## config.mk

```make
export PLATFORM = sky130hd
export DESIGN_NAME = regfile_loader
export DESIGN_NICKNAME = d
export VERILOG_FILES = /design/src/rtl/regfile_loader.sv
export SDC_FILE = /design/constraint.sdc
export NUM_CORES = 1
export LEC_CHECK = 0
export ABC_AREA = 0
export CAP_MARGIN = 20
export CORE_MARGIN = 8
export CORE_UTILIZATION = 35
export DETAILED_ROUTE_END_ITERATION = 7
export MAX_ROUTING_LAYER = met4
export PLACE_DENSITY = 0.77
export SLEW_MARGIN = 30
export SYNTH_ARGS = -nofsm -noshare
export SYNTH_HDL_FRONTEND = slang
export SYNTH_SLANG_ARGS = --single-unit
export TNS_END_PERCENT = 30
```

## constraint.sdc

```tcl
create_clock -name clock -period 4.2 [get_ports clock]
set_input_delay 0.84 -clock clock [delete_from_list [all_inputs] [get_ports clock]]
set_output_delay 0.84 -clock clock [all_outputs]
set_load 0.02 [all_outputs]
```

## src/rtl/regfile_loader.sv

```systemverilog
// regfile_loader
//   Streams NREGS register values from a host into an integer register file
//   (x0 .. x(NREGS-1)). It holds the core with busy while loading and pulses
//   done when the frame is complete. A frame that ends early (in_last seen
//   before the final index) still completes, and it raises the sticky err flag.
//
// Ports
//   clock, reset_n        clock (rising edge) and asynchronous active-low reset
//   start                 begin a load sequence (looked at only while idle)
//   in_valid/in_ready     host word handshake
//   in_data, in_last      word for the current index, end-of-frame marker
//   rf_wen/rf_waddr/rf_wdata  registered register-file write port
//   busy                  core hold request (LOAD and DONE)
//   done                  one-cycle pulse in the DONE state
//   err                   sticky short-frame flag, cleared by the next start
//   dbg_state             current FSM state (IDLE=0, LOAD=1, DONE=2)
//
// Handshake: a word transfers on a rising edge where in_valid and in_ready
// are both high. in_ready depends only on the state, never on in_valid, and
// in_valid without in_ready transfers nothing. While loading, the host may
// hold in_valid low for any number of cycles.

module regfile_loader #(
  parameter int NREGS = 32,
  parameter int XLEN  = 64
) (
  input  logic            clock,
  input  logic            reset_n,
  input  logic            start,
  input  logic            in_valid,
  output logic            in_ready,
  input  logic [XLEN-1:0] in_data,
  input  logic            in_last,
  output logic            rf_wen,
  output logic [4:0]      rf_waddr,
  output logic [XLEN-1:0] rf_wdata,
  output logic            busy,
  output logic            done,
  output logic            err,
  output logic [1:0]      dbg_state
);

  typedef enum logic [1:0] {
    IDLE = 2'd0,
    LOAD = 2'd1,
    DONE = 2'd2
  } state_t;

  localparam logic [4:0] LAST_IDX = 5'(NREGS - 1);

  state_t            state_q, state_d;
  logic [4:0]        idx_q, idx_d;
  logic              rf_wen_q, rf_wen_d;
  logic [4:0]        rf_waddr_q, rf_waddr_d;
  logic [XLEN-1:0]   rf_wdata_q, rf_wdata_d;
  logic              err_q, err_d;

  always_ff @(posedge clock or negedge reset_n) begin
    if (!reset_n) begin
      state_q    <= IDLE;
      idx_q      <= '0;
      rf_wen_q   <= 1'b0;
      rf_waddr_q <= '0;
      rf_wdata_q <= '0;
      err_q      <= 1'b0;
    end else begin
      state_q    <= state_d;
      idx_q      <= idx_d;
      rf_wen_q   <= rf_wen_d;
      rf_waddr_q <= rf_waddr_d;
      rf_wdata_q <= rf_wdata_d;
      err_q      <= err_d;
    end
  end

  always_comb begin
    state_d    = state_q;
    idx_d      = idx_q;
    rf_wen_d   = 1'b0;
    rf_waddr_d = rf_waddr_q;
    rf_wdata_d = rf_wdata_q;
    err_d      = err_q;

    case (state_q)
      IDLE: begin
        if (start) begin
          state_d = LOAD;
          idx_d   = '0;
          err_d   = 1'b0;
        end
      end

      LOAD: begin
        if (in_valid) begin
          // x0 is hardwired zero: its word is consumed but never written.
          rf_wen_d   = (idx_q != 5'd0);
          rf_waddr_d = idx_q;
          rf_wdata_d = in_data;
          if (idx_q == LAST_IDX) begin
            // Complete frame; in_last on the final word is irrelevant.
            state_d = DONE;
          end else if (in_last) begin
            state_d = DONE;
            err_d   = 1'b1;
          end else begin
            idx_d = idx_q + 5'd1;
          end
        end
      end

      DONE: begin
        state_d = IDLE;
      end

      default: begin
        state_d = IDLE;
      end
    endcase
  end

  assign in_ready  = (state_q == LOAD);
  assign busy      = (state_q != IDLE);
  assign done      = (state_q == DONE);
  assign err       = err_q;
  assign rf_wen    = rf_wen_q;
  assign rf_waddr  = rf_waddr_q;
  assign rf_wdata  = rf_wdata_q;
  assign dbg_state = state_q;

endmodule

```

After elaboration in Yosys (flattened, before gate mapping)
Cells that the tools add are included.

Equality and inequality tests: 9. Reductions and logical operators: 8. Multiplexer cells: 17. $add $sub $neg: 1.

Operators by type and width (number): 5-bit 2-to-1 mux (4); 5-bit case mux with 2 select lines (1); 5-bit AND reduction (2); 2-bit 2-to-1 mux (4); 2-bit inequality test, second input constant (4); 1-bit 2-to-1 mux (6); 5-bit by 1-bit adder with 5-bit output, second input constant (1); 5-bit equality test, second input constant (1); 5-bit nonzero test (1); 2-bit case mux with 2 select lines (1); 2-bit nonzero test (2); 3-bit by 1-bit inequality test with 1-bit output, second input constant (1); 3-bit AND reduction (1); 2-bit by 1-bit equality test with 1-bit output, second input constant (1); 2-bit equality test, second input constant (1); 2-bit zero test (1); 2-bit by 1-bit inequality test with 1-bit output, second input constant (1); 1-bit case mux with 2 select lines (1); 2-bit AND reduction (1).

Output and inout port bits: 76. Flip-flop bits (word level): 78. Bits of input ports: 69.

Longest topological paths before layout
Word-level depth: 5. Depth in mapped cells: 6. Mapped depth without buffers: 6.

Least setup slack after synthesis
OpenSTA, ideal clock, no wires.

Kind: register -> output. From: reg state_q[0], in the netlist dbg_state[0]. To: out in_ready. Arrival time: 1.046 ns. Path slack: 2.314 ns. Stages on the path, launching flop included: 2. Cell sequence: dfrtp_1 nor2b_1.

Word-level cells in the longest chain between the ends: 1.

RTL lines: from (decl) (line 51) `state_t state_q, state_d;`; from (signal assigned) (line 67) `state_q <= state_d;`; 2-bit by 1-bit equality test with 1-bit output (line 121) `assign in_ready = (state_q == LOAD);`; to (decl) (line 31) `output logic in_ready,`.

No other way between the ends.

Worst setup path after layout
Ends and elaborated chain as after synthesis.

==> impl_metrics.ini <==
[cts]
htree_levels = 3
clkLatencyLatePin_ns = 0.34
cts_inserted_buffers = 9
cts_sinks = 78
cts_setup_buffers = 0
post_cts_resized = 0
clockBufferDepth = 2
holdBufCountCts = 0
cts_tree = yes
path_clk_slew_ns = 0.07
clockRootBuffer = clkbuf_8

[floorplan]
dieHeight_microns = 114
coreArea_sq_um = 9550
die_area_sq_um = 13000
die_w_microns = 114
io_pins = 145
placement_rows = 36
start_util_pct = 35.3

[global_routing]
grt_overflow_total = 0
first_global_vias = 2449
grt_max_degree = 43
antenna_found_initial = 0
grt_usage_pct = 13.0
grt_pass1_wl_mm = 12.8

[sta]
worstMarginPinSlew_ns = 0.544
min_period_over_period_pct = 65.6
finalSetupTns_ns = 0
skew_ns = 0.00511
rsz0062_at_grt = no
setup_ws_ns = 1.44
setup_viol = 0
fmax_mhz = 363
fin_crit_ns = 2.76
slew_viol_final = 0
hold_viol = 0
slew_headroom_pct = 63.7

[final_layout]
instances_no_fill = 482
syn_to_final_growth_pct = 49.8
fin_nets = 417
diodes = 0
drive_above_1_share_pct = 24.6

[critical_path]
end_kind = output pin
crit_path_start_kind = flip-flop
worstPathRequired_ns = 3.36
path_max_fanout = 8
worstPathArrival_ns = 1.92
critPathKind = reg -> out

[placed_design]
routabilityCongestion = 0.732
dpl.cell_count = 467
pre_cts_ws_ns = 1.46
dp_hpwl_mm = 5.92
io_buffer_count = 144

[synthesis]
yosysUniqueCellTypes = 23
synthFlopType = dfrtp_1
synth_top_family_by_area = multiplexers
synthAdderAreaFrac_pct = 1.11
avgSynthCellArea_sq_um = 17.3
ys_warn_count = 0
synth_commonest_cells = dfrtp_1, mux2_4, buf_12, inv_1
yosys.area.top_type = dfrtp_1
synth_most_common_cell = dfrtp_1
synth.area.mux_share_pct = 31.0
synth_compound_area_share_pct = 1.71
synth_xor_area_share_pct = 0
ys_ff_latch = 78
synth_fp_nets = 267
synthArstFlopShare_pct = 100
synth_top_area_share_pct = 58.0
synth.yosys.seq_area_share_pct = 58.0
synthCells = 195
synthesis.area_sq_um = 3370
synth_edf_count = 0
synthTopCellsByArea = dfrtp_1, mux2_4, buf_12, ha_1, mux2_2
synth-simple-area-share_pct = 3.16

[run_status]
outcome = finished, final reports clean

[run]
max_cap_viol_count = 0

[route]
final_antenna_net_count = 0
drc_errors = 0
viasPerCell = 4.41
drt_iter0_drc = 97
wire_per_inst_microns = 16.6
dr.pass1.iters = 4
drt_wl_total_mm = 7.99
routed-via-count = 2128

[min_path]
min_path_type = in -> async

[power_and_ir_drop]
leakagePower_nw = 2.21
power.density_nw_per_um2 = 771
ir_worst_vdd_v = 0.000352
## power breakdown
| group | internal, mW | leakage (nW) | switching [mW] |
|---|---|---|---|
| logic | 1.19 | 1.19 | 0.883 |
| registers | 1.11 | 0.932 | 0.217 |
| clock network | 0.244 | 0.0865 | 0.242 |
| total | 2.55 | 2.21 | 1.34 |
## sequential cells by signal, indices dropped and copies added (netlist names)
register	count
dbg_state	2
err	1
idx_q	5
rf_waddr	5
rf_wdata	64
rf_wen	1
## stage by stage
step                util (%)  hold slack (ns)  instance area (sq um)  power [mW]
CTS                     52.8            0.492                   5040        3.95
finish                  52.8            0.477                   5040        3.89
global placement        50.9            0.490                   4860        3.40
global route            52.8            0.511                   5040        4.11
floorplan                  -            0.487                   3370        2.54
detailed placement      51.1            0.491                   4880        3.43
## area by class of cell
cell class	count	area [sq um]
clock buffers	14	163
clock inverters	1	5.00
fillers	821	4500
inverters	6	22.5
multi-input cells	103	1250
flip-flops and latches	78	1950
well taps	133	166
repair buffers	147	1490
## cell families after synthesis
| kind of cell | Yosys count |
|---|---|
| adders and majority gates | 3 |
| and+or+nand+nor | 19 |
| DFF | 78 |
| muxes | 71 |
| buffers and inverters | 14 |
| AOI/OAI and AO/OA | 10 |
## routing by layer
layer  GRT usage [%]  part of all wire [%]
met1            15.5                    45
met2            20.5                    48
met3            2.80                   5.6
met4            6.30                   2.3
met5               -                     0
## placed cells by master (no fill, tap or decap)
cell	netlist	routed
mux2_4	66	66
a21oi_1	3	3
nand4bb_1	1	1
nand4_1	1	1
and3b_4	0	1
nand3_1	1	1
a31oi_1	4	4
nand2_1	4	4
ha_1	3	3
nor2b_1	2	2
and3_1	2	2
buf_4	0	2
mux2i_1	2	2
nor2_1	4	4
o211ai_1	1	1
clkbuf_1	0	3
dfrtp_1	78	78
nand2b_1	2	2
mux2_2	3	3
clkdlybuf4s50_1	0	143
inv_1	6	6
buf_12	6	2
o21ai_0	2	2
clkbuf_8	0	11
nand3b_1	1	1
clkinv_2	0	1
## path summary, 6_finish.rpt
kind	start	slack (ns)	cells past startpoint	end
setup / recovery	dbg_state[0]	1.44	2	in_ready
hold / removal	reset_n	0.48	1	rf_wdata[46]
setup reg to reg	idx_q[0]	2.26	6	idx_q[1]
hold reg to reg	rf_wdata[29]	0.51	1	rf_wdata[29]
max in group asynchronous	reset_n	3.14	2	rf_wdata[5]
min in group clock	rf_wdata[29]	0.51	1	rf_wdata[29]
## critical path, stage by stage (launching register included)
cell             delay, ns
dfrtp_1               0.47
nor2b_1               0.41
clkdlybuf4s50_1       0.70
(Power assumes the default switching activity.)
